$ cat src/rtl/uart_pkg.sv
// Shared UART definitions: receiver FSM state encoding, data width and the
// even-parity helper used when the parity build option is enabled.
package uart_pkg;

    localparam int UART_DATA_W = 8;

    typedef enum logic [2:0] {
        IDLE   = 3'd0,
        START  = 3'd1,
        DATA   = 3'd2,
        PARITY = 3'd3,
        STOP   = 3'd4,
        BREAK  = 3'd5
    } rx_state_e;

    // Even parity: the bit that makes the total count of ones even.
    function automatic logic even_parity(input logic [UART_DATA_W-1:0] data);
        return ^data;
    endfunction

endpackage

$ cat src/rtl/uart_byte_fifo.sv
// Synchronous show-ahead byte FIFO. The head entry is presented on dout with
// no read latency; dout reads 0 while empty.
// Ports:
//   clk, rst_n  clock, asynchronous active-low reset
//   push, din   write request and data (ignored when full unless popping)
//   pop         remove head (ignored when empty)
//   dout        head entry
//   full, empty status
//   count       number of entries held, 0..DEPTH
module uart_byte_fifo
    import uart_pkg::*;
#(
    parameter int DEPTH = 8,
    localparam int AW = $clog2(DEPTH),
    localparam int CW = $clog2(DEPTH + 1)
) (
    input  logic                   clk,
    input  logic                   rst_n,
    input  logic                   push,
    input  logic                   pop,
    input  logic [UART_DATA_W-1:0] din,
    output logic [UART_DATA_W-1:0] dout,
    output logic                   full,
    output logic                   empty,
    output logic [CW-1:0]          count
);

    logic [UART_DATA_W-1:0] mem_q [DEPTH];
    logic [UART_DATA_W-1:0] mem_d [DEPTH];
    logic [AW-1:0]          rd_ptr_q, rd_ptr_d;
    logic [AW-1:0]          wr_ptr_q, wr_ptr_d;
    logic [CW-1:0]          count_q, count_d;
    logic                   do_push_s, do_pop_s;

    assign empty = (count_q == {CW{1'b0}});
    assign full  = (count_q == CW'(DEPTH));
    assign count = count_q;
    assign dout  = empty ? {UART_DATA_W{1'b0}} : mem_q[rd_ptr_q];

    // Next-state for storage, pointers and occupancy.
    always_comb begin
        mem_d    = mem_q;
        rd_ptr_d = rd_ptr_q;
        wr_ptr_d = wr_ptr_q;
        count_d  = count_q;
        do_pop_s  = pop & ~empty;
        // A pop in the same cycle frees the slot, so a full FIFO still accepts.
        do_push_s = push & (~full | do_pop_s);
        if (do_push_s) begin
            mem_d[wr_ptr_q] = din;
            wr_ptr_d        = wr_ptr_q + AW'(1);
        end else begin
            wr_ptr_d = wr_ptr_q;
        end
        if (do_pop_s) begin
            rd_ptr_d = rd_ptr_q + AW'(1);
        end else begin
            rd_ptr_d = rd_ptr_q;
        end
        case ({do_push_s, do_pop_s})
            2'b10:   count_d = count_q + CW'(1);
            2'b01:   count_d = count_q - CW'(1);
            default: count_d = count_q;
        endcase
    end

    // FIFO state registers.
    always_ff @(posedge clk or negedge rst_n) begin
        if (!rst_n) begin
            for (int i = 0; i < DEPTH; i++) begin
                mem_q[i] <= {UART_DATA_W{1'b0}};
            end
            rd_ptr_q <= {AW{1'b0}};
            wr_ptr_q <= {AW{1'b0}};
            count_q  <= {CW{1'b0}};
        end else begin
            mem_q    <= mem_d;
            rd_ptr_q <= rd_ptr_d;
            wr_ptr_q <= wr_ptr_d;
            count_q  <= count_d;
        end
    end

endmodule

$ cat src/rtl/uart_rx_fifo.sv
// UART receiver with show-ahead receive FIFO. Deserialises 8N1 frames
// (8E1 when UART_RX_PARITY_EN is defined), validates start/stop (and parity)
// and queues good bytes.
// Ports:
//   CLK, RST_N   clock, asynchronous active-low reset
//   UART_RX      serial input, asynchronous, idle high
//   RX_POP       consumer takes RX_DATA this cycle
//   RX_DATA      head-of-FIFO byte (0 while empty)
//   RX_VALID     FIFO not empty
//   RX_COUNT     bytes held
//   FRAME_ERR    1-cycle pulse, stop bit sampled 0
//   OVERRUN      1-cycle pulse, good byte dropped because FIFO full
//   PARITY_ERR   1-cycle pulse, parity mismatch (UART_RX_PARITY_EN only)
// Build option: UART_RX_PARITY_EN adds the PARITY state and PARITY_ERR port.
module uart_rx_fifo
    import uart_pkg::*;
#(
    parameter int BAUDRATE_DIVISOR = 10416,
    parameter int FIFO_DEPTH       = 8,
    localparam int CW = $clog2(FIFO_DEPTH + 1)
) (
    input  logic                   CLK,
    input  logic                   RST_N,
    input  logic                   UART_RX,
    input  logic                   RX_POP,
    output logic [UART_DATA_W-1:0] RX_DATA,
    output logic                   RX_VALID,
    output logic [CW-1:0]          RX_COUNT,
    output logic                   FRAME_ERR,
    output logic                   OVERRUN
`ifdef UART_RX_PARITY_EN
    ,
    output logic                   PARITY_ERR
`endif
);

    localparam int CNT_W = $clog2(BAUDRATE_DIVISOR);
    localparam logic [CNT_W-1:0] BAUD_LAST = CNT_W'(BAUDRATE_DIVISOR - 1);
    localparam logic [CNT_W-1:0] HALF_LAST = CNT_W'(BAUDRATE_DIVISOR / 2 - 1);

    rx_state_e              state_q, state_d;
    logic [1:0]             sync_q, sync_d;
    logic                   rx_s;
    logic                   rx_prev_q, rx_prev_d;
    logic [CNT_W-1:0]       cnt_q, cnt_d;
    logic [2:0]             bit_q, bit_d;
    logic [UART_DATA_W-1:0] shift_q, shift_d;
    logic                   frame_err_q, frame_err_d;
    logic                   overrun_q, overrun_d;
    logic                   push_s;
    logic                   fifo_full_s, fifo_empty_s;
`ifdef UART_RX_PARITY_EN
    logic                   par_bit_q, par_bit_d;
    logic                   parity_err_q, parity_err_d;
    logic                   par_bad_s;
`endif

    assign rx_s = sync_q[1];

    // Synchroniser shift and edge-detect history.
    always_comb begin
        sync_d    = {sync_q[0], UART_RX};
        rx_prev_d = rx_s;
    end

    // Receiver FSM: next state, baud counter, shifter and flag generation.
    always_comb begin
        state_d     = state_q;
        cnt_d       = (cnt_q == BAUD_LAST) ? {CNT_W{1'b0}} : cnt_q + CNT_W'(1);
        bit_d       = bit_q;
        shift_d     = shift_q;
        push_s      = 1'b0;
        frame_err_d = 1'b0;
`ifdef UART_RX_PARITY_EN
        par_bit_d    = par_bit_q;
        parity_err_d = 1'b0;
        par_bad_s    = (par_bit_q != even_parity(shift_q));
`endif
        case (state_q)
            IDLE: begin
                if (rx_prev_q && !rx_s) begin
                    state_d = START;
                end else begin
                    state_d = IDLE;
                end
            end
            START: begin
                // Half a bit in: line must still be low or it was a glitch.
                if (cnt_q == HALF_LAST) begin
                    state_d = rx_s ? IDLE : DATA;
                    bit_d   = 3'd0;
                end else begin
                    state_d = START;
                end
            end
            DATA: begin
                if (cnt_q == BAUD_LAST) begin
                    shift_d = {rx_s, shift_q[UART_DATA_W-1:1]};
                    bit_d   = bit_q + 3'd1;
                    if (bit_q == 3'd7) begin
`ifdef UART_RX_PARITY_EN
                        state_d = PARITY;
`else
                        state_d = STOP;
`endif
                    end else begin
                        state_d = DATA;
                    end
                end else begin
                    state_d = DATA;
                end
            end
`ifdef UART_RX_PARITY_EN
            PARITY: begin
                if (cnt_q == BAUD_LAST) begin
                    par_bit_d = rx_s;
                    state_d   = STOP;
                end else begin
                    state_d = PARITY;
                end
            end
`endif
            STOP: begin
                if (cnt_q == BAUD_LAST) begin
`ifdef UART_RX_PARITY_EN
                    parity_err_d = par_bad_s;
                    push_s       = rx_s & ~par_bad_s;
`else
                    push_s       = rx_s;
`endif
                    frame_err_d = ~rx_s;
                    state_d     = rx_s ? IDLE : BREAK;
                end else begin
                    state_d = STOP;
                end
            end
            BREAK: begin
                // Stay here until the line is released so a held-low line flags once.
                if (rx_s) begin
                    state_d = IDLE;
                end else begin
                    state_d = BREAK;
                end
            end
            default: begin
                state_d = IDLE;
            end
        endcase
        if (state_d != state_q) begin
            cnt_d = {CNT_W{1'b0}};
        end else begin
            cnt_d = cnt_d;
        end
        overrun_d = push_s & fifo_full_s & ~RX_POP;
    end

    // Receiver state registers; synchroniser presets to idle-high.
    always_ff @(posedge CLK or negedge RST_N) begin
        if (!RST_N) begin
            state_q     <= IDLE;
            sync_q      <= 2'b11;
            rx_prev_q   <= 1'b1;
            cnt_q       <= {CNT_W{1'b0}};
            bit_q       <= 3'd0;
            shift_q     <= {UART_DATA_W{1'b0}};
            frame_err_q <= 1'b0;
            overrun_q   <= 1'b0;
        end else begin
            state_q     <= state_d;
            sync_q      <= sync_d;
            rx_prev_q   <= rx_prev_d;
            cnt_q       <= cnt_d;
            bit_q       <= bit_d;
            shift_q     <= shift_d;
            frame_err_q <= frame_err_d;
            overrun_q   <= overrun_d;
        end
    end

`ifdef UART_RX_PARITY_EN
    // Parity bit capture and error pulse.
    always_ff @(posedge CLK or negedge RST_N) begin
        if (!RST_N) begin
            par_bit_q    <= 1'b0;
            parity_err_q <= 1'b0;
        end else begin
            par_bit_q    <= par_bit_d;
            parity_err_q <= parity_err_d;
        end
    end

    assign PARITY_ERR = parity_err_q;
`endif

    uart_byte_fifo #(
        .DEPTH (FIFO_DEPTH)
    ) u_fifo (
        .clk   (CLK),
        .rst_n (RST_N),
        .push  (push_s),
        .pop   (RX_POP),
        .din   (shift_q),
        .dout  (RX_DATA),
        .full  (fifo_full_s),
        .empty (fifo_empty_s),
        .count (RX_COUNT)
    );

    assign RX_VALID  = ~fifo_empty_s;
    assign FRAME_ERR = frame_err_q;
    assign OVERRUN   = overrun_q;

endmodule
$ cat config.mk
export PLATFORM = sky130hd
export DESIGN_NAME = uart_rx_fifo
export DESIGN_NICKNAME = d
export VERILOG_FILES = /design/src/rtl/uart_pkg.sv /design/src/rtl/uart_byte_fifo.sv /design/src/rtl/uart_rx_fifo.sv
export SDC_FILE = /design/constraint.sdc
export NUM_CORES = 1
export LEC_CHECK = 0
export ABC_AREA = 0
export CORE_MARGIN = 1
export CORE_UTILIZATION = 61
export DETAILED_ROUTE_END_ITERATION = 8
export GPL_ROUTABILITY_DRIVEN = 1
export PLACE_DENSITY = 0.8
export SYNTH_ARGS = -nofsm -noshare
export SYNTH_HDL_FRONTEND = slang
export SYNTH_SLANG_ARGS = --single-unit
$ cat constraint.sdc
create_clock -name CLK -period 3.2 [get_ports CLK]
set_input_delay 0.48 -clock CLK [delete_from_list [all_inputs] [get_ports CLK]]
set_output_delay 0.48 -clock CLK [all_outputs]
set_load 0.02 [all_outputs]
* Word-level counts from Yosys, hierarchy flattened
Cells that the tools add are included.
Widths: inputs -> output; s select.
** Cells by class
- $add $sub $neg :: 6
- Reductions and logical operators :: 9
- Multiplexer cells :: 25
- Bitwise logic cells :: 11
- Eq/ne operators :: 13
- Magnitude comparators :: 3
** Operator list (count)
- $bwmux 64 :: 1
- $mux 8 :: 4
- $mux 14 :: 2
- $bmux 8 s3 :: 1
- $demux 8 s3 :: 1
- $mux 3 :: 6
- $pmux 3 s5 :: 1
- $add 14x1->14 const B :: 1
- $eq 14x13->1 const B :: 1
- $eq 14x14->1 const B :: 1
- $add 3x1->3 const B :: 3
- $eq 3x3->1 const B :: 3
- $ge 4x4->1 const B :: 2
- $not 3->4 :: 2
- $pmux 4 s2 :: 1
- $pmux 3 s2 :: 1
- $mux 1 :: 5
- $add 4x1->4 const B :: 1
- $and 1x1->1 :: 4
- $eq 4x4->1 const B :: 1
- $logic_not 4->1 :: 1
- $lt 4x1->1 const B :: 1
- $mux 2 :: 2
- $ne 2x2->1 const B :: 2
- 14 further kinds :: 19
** Word-level totals
- Register bits after elaboration :: 107
- Word-level logic and storage cells :: 86
- Input port bits :: 4
- Output and inout port bits :: 15

* Depth between registers and ports, before layout
- Word-level depth :: 7
- Depth in mapped cells :: 12
- Depth with buffers taken out :: 12

* Modules after synthesis
Synthesis repeated with hierarchy kept, for this count alone.
** Second synthesis, totals
- Cell total of the unflattened synthesis :: 392
- Area, all modules :: 5252.5 um2
** Modules (own cells, without submodules)
- uart_byte_fifo :: area each 3545.9 um2, cells an instance 227, instances 1
- uart_rx_fifo :: area each 1706.6 um2, cells an instance 165, instances 1

* Worst setup path before layout
No wires, ideal clock.
- Kind :: register -> register
- Start :: register u_fifo.count_q[1], in the netlist u_fifo.count[1]
- End :: register u_fifo.count_q[2], in the netlist u_fifo.count[2]
- Required time :: 3.065 ns
- Cell stages (with the launch flop) :: 11
- Library setup time :: 0.135 ns
- Clock period less this slack :: 2.991 ns
- Setup slack :: 0.209 ns
- Arrival time :: 2.856 ns
- Cells stage by stage :: dfrtp_1 clkbuf_1 nor4_1 nor2b_1 ha_1 xor2_1 ha_1 a21oi_1 xor2_1 nor2_1 xor2_1
** Between the ends
- Longest elaborated chain between the ends :: 7
- Elaborated cells between the ends (all ways) :: 13
- Those cells by class :: add/sub (2); eq/ne (3); mux (1); bitwise (5); reduce/logical (2)
** RTL lines
- from (decl) :: RTL line uart_byte_fifo.sv:32 : logic [CW-1:0] count_q, count_d;
- from (signal assigned) :: RTL line uart_byte_fifo.sv:75 : count_q <= {CW{1'b0}};
- from (signal assigned) :: RTL line uart_byte_fifo.sv:80 : count_q <= count_d;
- $logic_not 4->1 (*) :: RTL line uart_byte_fifo.sv:35 : assign empty = (count_q == {CW{1'b0}});
- $not 1->1 (*) :: RTL line uart_byte_fifo.sv:46 : do_pop_s = pop & ~empty;
- $and 1x1->1 (*) :: RTL line uart_byte_fifo.sv:46
- via u_fifo.do_pop_s :: RTL line uart_byte_fifo.sv:33 : logic do_push_s, do_pop_s;
- $or 1x1->1 :: RTL line uart_byte_fifo.sv:48 : do_push_s = push & (~full | do_pop_s);
- $and 1x1->1 :: RTL line uart_byte_fifo.sv:48
- $eq 2x1->1 / $eq 2x2->1 (equally long branches) :: RTL line uart_byte_fifo.sv:60 : case ({do_push_s, do_pop_s})
- $pmux 4 s2 / $reduce_bool 2->1 (equally long branches)
Mark *: on every way through the listed nets, which the timed path passes. The rest lies on a longest branch.
A chain may end at the register's enable or synchronous reset.

* Worst setup path after layout
- Start :: register u_fifo.rd_ptr_q[0]
- End :: output port RX_DATA[5]
** Between the ends
- Longest elaborated chain between the ends :: 5
** RTL lines
- from (decl) :: RTL line uart_byte_fifo.sv:30 : logic [AW-1:0] rd_ptr_q, rd_ptr_d;
- from (signal assigned) :: RTL line uart_byte_fifo.sv:73 : rd_ptr_q <= {AW{1'b0}};
- from (signal assigned) :: RTL line uart_byte_fifo.sv:78 : rd_ptr_q <= rd_ptr_d;
- $not 3->4 (implied by the code) :: RTL line uart_byte_fifo.sv:38 : assign dout = empty ? {UART_DATA_W{1'b0}} : mem_q[rd_ptr_q];
- $bmux 8 s3 :: RTL line uart_byte_fifo.sv:38
- $mux 8 (implied by the code) (2 in series) :: RTL line uart_byte_fifo.sv:38
- $mux 8 :: RTL line uart_byte_fifo.sv:38
- to (decl) :: RTL line uart_rx_fifo.sv:26 : output logic [UART_DATA_W-1:0] RX_DATA,
Every way passes these cells. The select of a mux whose other input is x is not followed.

==> impl_summary.txt <==
----------------------------------------------------
[Status]
  Run status ... finished, final reports clean

[Drt]
  Residual DRC ... 0
  Routed wirelength normalized by instance count ... 19.1 um
  First-pass iteration count of the detailed router ... 4
  Antenna-violating nets left ... 0
  Vias after detailed routing ... 3096
  Post-DR vias/cell ... 6.08
  DRT Wirelength ... between 9000 and 10000 um
  First DRT Iteration DRCs ... 136

[Logic synthesis]
  Yosys warns ... 0
  Distinct cell type count of the synthesized netlist ... 46
  Synthesized Nets ... 390
  Share of synthesized area occupied by flip-flops and latches ... 0.526
  Number of synthesized flops with an enable pin ... 0
  Syn Inst Count ... 378
  Main flop type after synthesis ... dfrtp_1
  Count of state elements after synthesis ... 107
  Share of synthesized registers carrying an async set or reset ... 1.00
  Mean Syn Cell Area ... roughly 13 um^2
  Netlist area before placement ... ~0.005 mm^2

[Setup path]
  Worst path cell trace ... buf_4 > mux4_2 > mux2i_1 > nor2_1 > clkdlybuf4s50_1
  Required time of the critical path ... about 2.7 ns
  WS Path Type ... register to output port
  Category of the worst setup path launch point ... register
  Crit path arrival time ... 2.50 ns
  FF-to-FF setup slack ... 0.23 ns
  Peak fanout along the critical path ... 18
  Max stage delay cell, worst path ... mux4_2
  Capturing element type of the critical path ... output port
  Delay of the slowest cell on the worst path ... 0.58 ns

[Worst hold path]
  Worst hold-check path type ... primary input to asynchronous set/reset pin

[Finish]
  Number of nets in the finished design ... 414
  Most common library cell in the layout ignoring fill and taps ... dfrtp_1
  Layout cells sized above 1 ... 0.334
  ANT cells ... 0
  Area growth from synthesis to final layout ... 11.0%
  Commonest cells after routing, fill and taps aside ... dfrtp_1, mux2_2, nand2_1
  Final Util ... 0.718

[Clocking]
  Hold Buf Count CTS ... 0
  Post-CTS clock slew at the launch and capture registers of the worst setup and hold paths ... around 0.090 ns
  Worst-skew pair later-pin latency ... 0.37 ns
  Number of buffers inserted during clock tree synthesis ... 9
  Root buffer cell ... clkbuf_8
  CTS tree ... yes
  Clock sinks ... 107
  Number of H-tree levels ... 3
  Buffer depth of the longest clock path ... 2

[Floorplanning]
  Die ar. ... 0.00873 mm^2
  # rows ... 32
  Area of the placeable core ... ~0.0079 mm^2
  Boundary pin count ... 19
  Die Span X ... 93.4 um
  Initial Util ... 0.647
  Die height ... a little over 90 um

[Global route]
  Initial antenna violation count ... 0
  Tot GR Track Use ... 0.249
  Largest net degree at the start of global routing ... 64
  Vias in the first global route ... 3073
  First-pass GRT wire length ... 16100 um
  GR Overflow Total ... 0

[STA]
  Highest achievable clock rate ... approximately 340 MHz
  Count of final setup violators ... 0
  Crit path time final ... 2.98 ns
  Setup Skew ... ~0.0063 ns
  Tightest Pin Transition ... 0.806 ns
  TNS Setup ... 0 ns
  Portion of the clock cycle consumed by the worst path in the final layout ... 0.932
  Count of final hold-check violations ... 0
  Tightest slew margin relative to the limit ... 0.463
  Number of slew-limit violations in the final report ... 0

[Power and ir drop]
  Leak ... 2.63 nW
  Pwr/cell area ... roughly 530 mW/mm^2
  Worst-case vdd ir drop ... around 0.37 mV

[Place]
  Number of buffers inserted by port buffering ... 18
  GP Congestion ... just over 0.9
  Post-DP HPWL ... between 6000 and 7000 um

[Flow run]
  Number of max-cap violations ... 0

----------------------------------------------------
## path summary, 6_finish.rpt
path,from,to,depth (start not counted)
hold / removal,RST_N,u_fifo.count[1],1
hold reg to reg,sync_q[0],sync_q[1],0
min in group CLK,sync_q[0],sync_q[1],0
setup reg to reg,cnt_q[0],u_fifo.count[2],12
setup / recovery,u_fifo.rd_ptr_q[0],RX_DATA[5],5
max in group asynchronous,RST_N,u_fifo.mem_q[43],2
## worst max-delay path: cells and delay by family (launching register included)
kind / cells / cell delay (ns)
flip-flops: 1 / 0.34
multiplexers: 2 / 0.80
buffers and inverters: 2 / 0.89
AND/OR/NAND/NOR: 1 / 0.10
## where the power goes
part | switching, mW | internal [mW]
Clock | 0.441 | 0.385
Sequential | 0.125 | 1.43
Combinational | 0.319 | 0.297
Total | 0.885 | 2.11
## cell families (layout without fill, tap and decap cells)
family	after synthesis	after routing	synth area share
AO/OA/AOI/OAI	15	15	0.0191
buffers and inverters	28	57	0.0206
multiplexers	102	102	0.258
XOR/XNOR	21	21	0.0361
adder cells (fa/ha/maj)	8	8	0.0196
AND/OR/NAND/NOR	97	97	0.121
flip-flops	107	107	0.526
## state kept, by name (all words and copies together) (netlist names)
name and cells:
OVERRUN 1, sync_q 2, bit_q 3, u_fifo.mem_q 64, u_fifo.count 4, shift_q 8
state_q 3, u_fifo.wr_ptr_q 3, FRAME_ERR 1, rx_prev_q 1, u_fifo.rd_ptr_q 3, cnt_q 14
## metrics by stage
stage | hold WS (ns) | power, mW | setup WS (ns) | instance area [um^2] | cells
6_report | 0.185 | 2.99 | 0.217 | 5660 | 509
5_1_grt | 0.247 | 3.14 | -0.0164 | 5660 | 509
4_1_cts | 0.213 | 3.03 | 0.179 | 5650 | 507
3_5_place_dp | 0.347 | 2.21 | 0.230 | 5450 | 491
3_3_place_gp | 0.346 | 2.19 | 0.346 | 5450 | 491
2_1_floorplan | 0.184 | 1.98 | 0.209 | 5100 | 378
## layer usage
metal | vias up | global-route usage | routed length [um]
li1 | 1438 | - | -
met1 | 1597 | 0.365 | 4660
met2 | 51 | 0.373 | 4630
met3 | 10 | 0.0553 | 298
met4 | 0 | 0.0756 | 122
met5 | - | 0 | 0
## cell type report
| class | count | area, um^2 |
|---|---|---|
| Multi-Input combinational cell | 243 | 2320 |
| Tap cell | 102 | 128 |
| Clock buffer | 12 | 145 |
| Inverter | 6 | 22.5 |
| Clock inverter | 4 | 48.8 |
| Sequential cell | 107 | 2680 |
| Timing Repair Buffer | 35 | 318 |
| Fill cell | 524 | 2220 |
## cells in the mapped netlist (2+ instances only)
cell,count,area (um^2)
a211oi_1,2,15.0
a21oi_1,5,25.0
and3_1,2,12.5
and4_1,4,35.0
buf_1,13,48.8
clkbuf_1,9,33.8
dfrtp_1,104,2600
dfstp_2,3,78.8
ha_1,8,100
inv_1,5,18.8
mux2_2,76,856
mux2i_1,10,100
mux4_2,16,360
nand2_1,20,75.1
nand2b_1,2,12.5
nand3_1,8,40.0
nand4_1,4,25.0
nand4b_1,2,17.5
nor2_1,16,60.1
nor2b_1,2,12.5
nor3_1,9,45.0
nor3b_1,2,15.0
nor4_1,10,62.6
nor4b_1,2,17.5
nor4b_4,2,47.6
nor4bb_1,2,20.0
o21a_1,2,15.0
xnor2_1,12,105
xor2_1,9,78.8
## repair_timing
| item | in CTS | in global routing |
|---|---|---|
| gates resized for setup | 0 | 0 |
| endpoints found under the setup margin | 0 | 1 |
| buffers inserted | 0 | 2 |
Note: power is estimated with default switching activity, not from simulation.
